File: src/rtl/and_or_pkg.sv
// ============================================================================
// Module : and_or_pkg
// Brief  : Mode encodings shared by the pipelined AND-OR block.
// Rev    : 1.0  initial release
// ============================================================================
`default_nettype none

package and_or_pkg;

    typedef logic [1:0] mode_t;

    localparam mode_t MODE_AO   = 2'b00;  // (a & b) | c
    localparam mode_t MODE_OA   = 2'b01;  // (a | b) & c
    localparam mode_t MODE_AND3 = 2'b10;  // a & b & c
    localparam mode_t MODE_OR3  = 2'b11;  // a | b | c

endpackage : and_or_pkg

`default_nettype wire

File: src/rtl/and_or_func.sv
// ============================================================================
// Module : and_or_func
// Brief  : Combinational per-bit two-level logic function selected by mode.
// Rev    : 1.0  initial release
// ============================================================================
`default_nettype none

module and_or_func
    import and_or_pkg::*;
#(
    parameter int WIDTH = 8
) (
    input  mode_t              mode,
    input  logic [WIDTH-1:0]   a,
    input  logic [WIDTH-1:0]   b,
    input  logic [WIDTH-1:0]   c,
    output logic [WIDTH-1:0]   y
);

    always_comb begin
        y = '0;
        case (mode)
            MODE_AO:   y = (a & b) | c;
            MODE_OA:   y = (a | b) & c;
            MODE_AND3: y = a & b & c;
            MODE_OR3:  y = a | b | c;
            default:   y = '0;
        endcase
    end

endmodule : and_or_func

`default_nettype wire

File: src/rtl/and_or_pipe.sv
// ============================================================================
// Module : and_or_pipe
// Brief  : Two-stage valid/ready pipeline around and_or_func with any/all
//          reduction flags and a saturating delivered-result counter.
// Rev    : 1.0  initial release
// ============================================================================
`default_nettype none

module and_or_pipe
    import and_or_pkg::*;
#(
    parameter int WIDTH = 8,
    parameter int CNT_W = 16
) (
    input  logic               clk,
    input  logic               rst_n,
    input  logic               in_valid,
    output logic               in_ready,
    input  logic [1:0]         mode,
    input  logic [WIDTH-1:0]   a,
    input  logic [WIDTH-1:0]   b,
    input  logic [WIDTH-1:0]   c,
    output logic               out_valid,
    input  logic               out_ready,
    output logic [WIDTH-1:0]   y,
    output logic               y_any,
    output logic               y_all,
    input  logic               clear,
    output logic [CNT_W-1:0]   result_cnt
);

    localparam logic [CNT_W-1:0] CNT_MAX = '1;

    logic               s1_valid;
    mode_t              s1_mode;
    logic [WIDTH-1:0]   s1_a;
    logic [WIDTH-1:0]   s1_b;
    logic [WIDTH-1:0]   s1_c;

    logic               s2_valid;
    logic [WIDTH-1:0]   s2_y;
    logic               s2_any;
    logic               s2_all;

    logic               s1_adv;
    logic               s2_adv;
    logic [WIDTH-1:0]   func_y;
    logic               out_xfer;

    // Ready depends only on pipeline state and out_ready, never on in_valid.
    assign s2_adv   = !s2_valid || out_ready;
    assign s1_adv   = !s1_valid || s2_adv;
    assign in_ready = s1_adv;
    assign out_xfer = s2_valid && out_ready;

    and_or_func #(
        .WIDTH (WIDTH)
    ) u_func (
        .mode  (s1_mode),
        .a     (s1_a),
        .b     (s1_b),
        .c     (s1_c),
        .y     (func_y)
    );

    always_ff @(posedge clk or negedge rst_n) begin
        if (!rst_n) begin
            s1_valid <= 1'b0;
            s1_mode  <= MODE_AO;
            s1_a     <= '0;
            s1_b     <= '0;
            s1_c     <= '0;
        end else if (s1_adv) begin
            s1_valid <= in_valid;
            if (in_valid) begin
                s1_mode <= mode_t'(mode);
                s1_a    <= a;
                s1_b    <= b;
                s1_c    <= c;
            end
        end
    end

    // Only real beats reach stage 2, so bubbles leave y untouched.
    always_ff @(posedge clk or negedge rst_n) begin
        if (!rst_n) begin
            s2_valid <= 1'b0;
            s2_y     <= '0;
            s2_any   <= 1'b0;
            s2_all   <= 1'b0;
        end else if (s2_adv) begin
            s2_valid <= s1_valid;
            if (s1_valid) begin
                s2_y   <= func_y;
                s2_any <= |func_y;
                s2_all <= &func_y;
            end
        end
    end

    // Clear wins over a same-cycle transfer; that transfer is dropped from the count.
    always_ff @(posedge clk or negedge rst_n) begin
        if (!rst_n) begin
            result_cnt <= '0;
        end else if (clear) begin
            result_cnt <= '0;
        end else if (out_xfer && (result_cnt != CNT_MAX)) begin
            result_cnt <= result_cnt + 1'b1;
        end
    end

    assign out_valid = s2_valid;
    assign y         = s2_y;
    assign y_any     = s2_any;
    assign y_all     = s2_all;

endmodule : and_or_pipe

`default_nettype wire

File: config.mk
export PLATFORM = sky130hd
export DESIGN_NAME = and_or_pipe
export DESIGN_NICKNAME = d
export VERILOG_FILES = /design/src/rtl/and_or_pkg.sv /design/src/rtl/and_or_func.sv /design/src/rtl/and_or_pipe.sv
export SDC_FILE = /design/constraint.sdc
export NUM_CORES = 1
export LEC_CHECK = 0
export ABC_CLOCK_PERIOD_IN_PS = 5260
export BUFFER_PORTS_ARGS = -buffer_cell sky130_fd_sc_hd__buf_2
export CORE_ASPECT_RATIO = 0.75
export CORE_UTILIZATION = 52
export CTS_CLUSTER_DIAMETER = 50
export DETAILED_ROUTE_END_ITERATION = 8
export PLACE_DENSITY = 0.81
export SKIP_CTS_REPAIR_TIMING = 1
export SLEW_MARGIN = 20
export SYNTH_ARGS = -nofsm -noshare
export SYNTH_HDL_FRONTEND = slang
export SYNTH_SLANG_ARGS = --single-unit
File: constraint.sdc
create_clock -name clk -period 5.26 [get_ports clk]
set_input_delay 0.263 -clock clk [delete_from_list [all_inputs] [get_ports clk]]
set_output_delay 0.263 -clock clk [all_outputs]
set_load 0.01 [all_outputs]
==> metrics.md, run 1 <==
| Metric | Value |
|---|---|
| Status | finished, violations left |
| Failing checks | design-rule violations |
| Int Power | ~660 uW |
| Total grt overflow | 0 |
| Fraction of power spent switching nets | 0.3016 |
| Fill count | around 410 |
| Core area | slightly below 5000 um2 |
| Total power | 946.1 uW |
| I/O Pins | about 60 |
| Slew Viols, Final | 0 |
| Max-cap violations | 0 |
| Yosys warning total | 0 |
| Most frequent cells in the layout | buf_2 (58), dfrtp_1 (54), mux2_2 (27) |
| Die area | about 5400 um2 |
| RSZ-0062 raised after global routing | no |
| Detail Placement HPWL | 3909 um |
| P_leak | 0.001361 uW |
| Initial DRT Pass Iterations | 8 |
| Post-Route WL | 5316 um |
| Worst EP arrival | 2.49 ns |
| Hold WC Path Type | in -> async |
| Rel. slew slack | 0.5474 |
| Setup Skew | approximately 0.0044 ns |
| Wirelength per Cell | 14.69 um |
| Syn_nets | about 280 |
| Flip-flop and latch count after synthesis | 54 |
| Root buffer cell | clkbuf_8 |
| Final Setup Violations | 0 |
| Site Rows | 22 |
| Distinct cell type count after synthesis | 42 |
| Seq/Total Area, Yosys | 0.5136 |
| Reg clk slew, reported paths | 0.09 ns |
| Area delta synth->final | 15.55% |
| Largest net degree at the start of global routing | 55 |
| Routability congestion estimate | approximately 0.86 |
| Most common cell after layout, fill and taps aside | buf_2 |
| Bufs on Longest Clock Path | 2 |
| Crit path required time | about 5.5 ns |
| Clock sink count | 54 |
| Final Hold Viols | 0 |
| Top cells by area, synth | dfrtp_1 (51%), mux2_2 (12%), xnor2_1 (4.0%) |
| Final worst-path cycle share | 0.4362 |
| Reg area | around 1400 um2 |
| Vias in the first global route | about 1800 |
| Syn Area/Cell | 10.83 um2 |
| Layout Utilization | 0.6240 |
| DIE WIDTH | between 80 and 90 um |
| Power share of the clock group | 0.230 |
| Initial core utilization | 0.5401 |
| Worst-Margin Slew | 0.6728 ns |
| CTS tree | yes |
| Layout Cells excl Fill | ~360 |
| All-Layer GR Usage | 0.2126 |
| Critical Path Sink Type | register |
| Routed Antenna Nets | 0 |
| Mapped Area | roughly 2600 um2 |
| VDD IR max | ~0.17 mV |
| Startpoint types | register |
| CTS buffer count | 5 |
| Min Tclk post-route | roughly 2.3 ns |
| Antenna cells | 0 |
| Flop pwr share | 0.540 |
| Vias | 1970 |
| FF-to-FF setup slack | ~3.0 ns |
| CTS HTree Levels | 2 |
| Combinational share of power | 0.230 |
| Setup TNS | 0 ns |
| Port bufs | 58 |
| Die Height | 63.61 um |
| Clock latency at the later pin of the worst-skew pair | ~0.30 ns |
| Max Freq | roughly 440 MHz |
| Footprint of the multi-input gates | around 1200 um2 |
| Placed cells | between 300 and 400 |
| Global-route wire length before repair | between 8000 and 9000 um |
| Nets@finish | roughly 340 |
| Cell taking the most area after synthesis | dfrtp_1 |
| Antenna violations before repair | 0 |
| DR DRC count | 12 |
| Layout cell share with drive strength beyond 1 | 0.3576 |
| WS Path Type | reg -> reg |
| Net Switching | 285.3 uW |
| Pwr dens | around 310 nW/um2 |
| Max FO, Critical Path | 10 |
| Via density | 5.442 |
| Initial DRC count | ~110 |
| Cells after Synth | between 200 and 250 |
| Synth top area share | 0.5136 |
-- critical path, stage by stage, from the launching register on --
cell	delay, ns
dfrtp_1	0.38
inv_1	0.05
ha_1	0.47
nor2b_1	0.19
o21ai_0	0.19
nand2_1	0.11
or4_1	0.50
o41ai_2	0.30
-- flip-flops by register name, indices dropped and copies added (netlist names), 2 cells and up --
name,cells
s1_b,8
s1_c,8
s1_a,8
y,8
s1_mode,2
result_cnt,16
-- path summary, 6_finish.rpt --
kind,start,to,depth (start not counted)
worst max-delay path,s1_mode[0],y_all,7
worst min-delay path,rst_n,result_cnt[10],2
worst max register to register,s1_mode[0],y_all,7
worst min register to register,y[7],y[7],2
max in group asynchronous,rst_n,s1_c[0],2
min in group clk,in_valid,s1_valid,2
-- cells by family after synthesis --
logic type / count (synthesis) / synth area share
mux: 28 / 0.1194
flops: 54 / 0.5136
fa+ha+maj: 9 / 0.03709
compound gates: 31 / 0.07514
simple gates: 95 / 0.1840
buf+inv: 12 / 0.02425
xor+xnor: 14 / 0.04660
-- area by class of cell --
type	instances	area share
timing repair buffer	59	0.09794
multi-input combinational	177	0.4008
inverter	5	0.006173
clock buffer	5	0.02263
tap	60	0.02469
clock inverter	2	0.003292
sequential	54	0.4444
-- cell usage after synthesis (all sizes together) --
master	instances
nor2	26
a2111oi	2
o21bai	1
nor4	6
a41oi	1
mux2i	1
buf	4
nor2b	1
mux2	27
clkdlybuf4s50	1
a21oi	4
maj3	6
inv	5
and4	1
ha	3
nand3b	2
a211o	1
o21ai	16
nand3	8
a211oi	3
or3	1
a2bb2oi	1
nand2b	3
nand2	27
xor2	2
xnor2	12
or4	2
o21a	1
nor3	6
clkbuf	2
dfrtp	54
nand4	4
nor3b	1
o41ai	1
or2	7
-- power groups by stage --
stage               Combinational (uW)  Clock [uW]  Sequential [uW]
floorplan                          137           0              520
global placement                   212           0              515
detailed placement                 217           0              519
CTS                                218         221              511
global route                       241         242              519
finish                             218         218              511
-- per-layer routing --
| layer | wire length, um | vias up | share of wire | GRT usage |
|---|---|---|---|---|
| li1 | - | 977 | - | - |
| met1 | 2808 | 939 | 0.53 | 0.3330 |
| met2 | 2240 | 52 | 0.42 | 0.3033 |
| met3 | 249 | 2 | 0.047 | 0.03801 |
| met4 | 18 | 0 | 0.0034 | 0.05172 |
| met5 | 0 | - | 0 | 0 |
-- through the flow --
stage | hold slack (ns) | instance area (um2) | setup slack (ns)
final | 0.06666 | 3040 | 2.966
after global routing | 0.1403 | 3040 | 2.787
after CTS | 0.09921 | 3038 | 2.980
after detailed placement | 0.4266 | 2959 | 3.009
after global placement | 0.4229 | 2959 | 3.101
after floorplan | -0.03259 | 2631 | 3.312
Note: power is estimated with default switching activity, not from simulation.
==> inputs of run 2 (changes only) <==
--- a/config.mk
+++ b/config.mk
@@ -5,13 +5,14 @@
 export SDC_FILE = /design/constraint.sdc
 export NUM_CORES = 1
 export LEC_CHECK = 0
-export ABC_CLOCK_PERIOD_IN_PS = 5260
+export ABC_AREA = 1
+export ABC_CLOCK_PERIOD_IN_PS = 2350
 export BUFFER_PORTS_ARGS = -buffer_cell sky130_fd_sc_hd__buf_2
 export CORE_ASPECT_RATIO = 0.75
 export CORE_UTILIZATION = 52
 export CTS_CLUSTER_DIAMETER = 50
 export DETAILED_ROUTE_END_ITERATION = 8
-export PLACE_DENSITY = 0.81
+export PLACE_DENSITY = 0.8
 export SKIP_CTS_REPAIR_TIMING = 1
 export SLEW_MARGIN = 20
 export SYNTH_ARGS = -nofsm -noshare
==> constraint.sdc (replaced) <==
create_clock -name clk -period 2.35 [get_ports clk]
set_input_delay 0.1175 -clock clk [delete_from_list [all_inputs] [get_ports clk]]
set_output_delay 0.1175 -clock clk [all_outputs]
set_load 0.01 [all_outputs]
==> run 2 against run 1 <==
The run now ends clean. Area after synthesis grew 7.2%. Clock skew grew 0.0077 ns. Critical path type unchanged. Clock-buffer cell count is the same. Core utilization grew 3.0 points. Routed wire length grew 24%. Synthesized cell count grew 51%.
==> metrics.md, run 2 <==
| Metric | Value |
|---|---|
| Final Hold Viols | 0 (unchanged) |
| Setup TNS | 0 ns (unchanged) |
| Die Height | 65.78 um (+3.4%) |
| CTS HTree Levels | 2 (unchanged) |
| WS Path Type | reg -> reg |
| Layout Utilization | 0.6544 (+0.03036) |
| Clock sink count | 54 (unchanged) |
| Max-cap violations | 0 (unchanged) |
| Status | finished, final reports clean |
| Detail Placement HPWL | 5036 um (+29%) |
| Initial DRC count | 305 (+180%) |
| Startpoint types | register |
| Max FO, Critical Path | 11 (+1) |
| Most flops, register | result_cnt |
| Die area | 5725 um2 (+7.0%) |
| Nets@finish | 463 (+38%) |
| CTS buffer count | 5 (unchanged) |
| Total grt overflow | 0 (unchanged) |
| Pwr dens | 730.8 nW/um2 (+130%) |
| Routability congestion estimate | 0.8724 (+1.7%) |
| Reg area | 1351 um2 (unchanged) |
| Yosys warning total | 0 (unchanged) |
| WHS | 0.02995 ns (-0.03672 ns) |
| Post-Route WL | 6571 um (+24%) |
| Vias in the first global route | 2358 (+29%) |
| Setup Skew | 0.01208 ns (+0.007663 ns) |
| Syn_nets | 400 (+44%) |
| Wirelength per Cell | 13.09 um (-11%) |
| Top cells by area, synth | dfrtp_1 (48%), nand2_1 (15%), nor2_1 (6.7%) |
| RSZ-0062 raised after global routing | no |
| Cells after Synth | 366 (+51%) |
| Via density | 5.223 (-4.0%) |
| DR DRC count | 0 (-12) |
| DIE WIDTH | 87.04 um (+3.4%) |
| Seq/Total Area, Yosys | 0.4791 (-0.03440) |
| Layout cell share with drive strength beyond 1 | 0.2233 (-0.1344) |
| Max Freq | 519.4 MHz (+19%) |
| Vias | 2622 (+33%) |
| Post-synth EDFFs | 0 (unchanged) |
| Critical Path Sink Type | register |
| Reg clk slew, reported paths | 0.10 ns (about the same) |
| Worst-Margin Slew | 0.7672 ns (+0.09447 ns) |
| Min Tclk post-route | 1.925 ns (-0.3689 ns) |
| Site Rows | 22 (unchanged) |
| Core area | 5065 um2 (+4.0%) |
| P_leak | 0.001751 uW (+29%) |
| Footprint of the multi-input gates | 1284 um2 (+5.3%) |
| Routed Antenna Nets | 0 (unchanged) |
| Mapped Area | 2820 um2 (+7.2%) |
| All-Layer GR Usage | 0.2555 (+0.04294) |
| Cell taking the most area after synthesis | dfrtp_1 |
| Clock latency at the later pin of the worst-skew pair | 0.31 ns (about the same) |
| Final worst-path cycle share | 0.8193 (+0.3831) |
| Top post-synthesis cells by count | nand2_1 (114), dfrtp_1 (54), nor2_1 (50) |
| Hold WC Path Type | in -> reg |
| Final Setup Violations | 0 (unchanged) |
| Initial core utilization | 0.5568 (+0.01676) |
| Antenna violations before repair | 0 (unchanged) |
| Total power | 2422 uW (+160%) |
| Global-route wire length before repair | 11130 um (+25%) |
| Most common cell after layout, fill and taps aside | nand2_1 |
| Synth top area share | 0.4791 (-0.03440) |
| Most frequent cells in the layout | nand2_1 (114), buf_2 (58), dfrtp_1 (54) |
| Syn Area/Cell | 7.705 um2 (-29%) |
| Area delta synth->final | 17.52% |
| Bufs on Longest Clock Path | 2 (unchanged) |
| Flip-flop and latch count after synthesis | 54 (unchanged) |
| Port bufs | 58 (unchanged) |
| Worst EP arrival | 2.11 ns (-0.38 ns) |
| Crit path required time | 2.54 ns (-2.92 ns) |
| I/O Pins | 59 (unchanged) |
| Largest net degree at the start of global routing | 22 (-60%) |
| VDD IR max | 0.3733 mV (+130%) |
| Slew Viols, Final | 0 (unchanged) |
| Fill count | 494 (+20%) |
| Main flop type after synthesis | dfrtp_1 |
| Most common cell in the synthesized netlist | nand2_1 |
| CTS tree | yes |
| Initial DRT Pass Iterations | 5 (-3) |
| Largest register FFs | 16 (unchanged) |
| Root buffer cell | clkbuf_8 |
| Antenna cells | 0 (unchanged) |
| Distinct cell type count after synthesis | 24 (-43%) |
| Rel. slew slack | 0.4873 (-0.06008) |
| Post-synth ARST share | 1.000 (unchanged) |
==> run 2: cell types whose count changed after synthesis, moves of 8 or more <==
cell,change
nor2_1,+24
nand3_1,+11
a21oi_1,+16
inv_1,+31
xnor2_1,-11
nand2_1,+87
mux2_2,-18
nand4_1,+8
==> run 2: cell type report <==
class | instances | share of cell area
Clock buffer | 5 | 0.02076
Clock inverter | 3 | 0.01208
Tap cell | 72 | 0.02718
Timing Repair Buffer | 64 | 0.1019
Multi-Input combinational cell | 266 | 0.3873
Sequential cell | 54 | 0.4077
Inverter | 38 | 0.04304
==> run 2: routing by layer <==
metal  part of all wire  vias up  track usage
li1                   -     1288            -
met1               0.50     1212       0.3990
met2               0.40      115       0.3543
met3              0.091        7      0.05368
met4             0.0087        0      0.06875
met5                  0        -            0
==> run 2: cells by family after synthesis <==
group,synth area share
adders and majority gates,0.01331
xor gates and xnor gates,0.01863
DFF,0.4791
muxes,0.03594
AOI/OAI and AO/OA,0.08784
and+or+nand+nor,0.2995
buffers and inverters,0.06566
==> run 2: through the flow <==
| step | area (um2) | instances | setup WS, ns |
|---|---|---|---|
| global route | 3314 | 502 | 0.2127 |
| floorplan | 2820 | 366 | 0.7416 |
| CTS | 3304 | 501 | 0.4653 |
| global placement | 3196 | 493 | 0.5559 |
| detailed placement | 3196 | 493 | 0.4742 |
| finish | 3314 | 502 | 0.4247 |
==> run 2: worst paths after layout <==
path | depth (start not counted) | endpoint | slack, ns | start
min | 2 | s1_a[0] | 0.03 | a[0]
min in group asynchronous | 2 | s1_c[3] | 0.30 | rst_n
max in group asynchronous | 3 | s1_a[1] | 1.38 | rst_n
max | 10 | result_cnt[11] | 0.42 | result_cnt[0]
max reg2reg | 10 | result_cnt[11] | 0.42 | result_cnt[0]
min reg2reg | 2 | y_any | 0.49 | y_any
==> run 2: worst max-delay path, cell delays in order (launching register included) <==
cell,delay (ns)
dfrtp_1,0.41
ha_1,0.21
nand2_1,0.10
nor2_2,0.16
nand2_2,0.12
nor2_4,0.13
nand2_2,0.06
nand2_2,0.09
nand2_2,0.20
inv_2,0.22
o21ai_0,0.10
==> run 2: where the power goes <==
group,switching (uW),leakage (uW),internal (uW)
registers,76.8,0.000659,1070
logic,417,0.00103,240
clock network,308,0.0000579,314
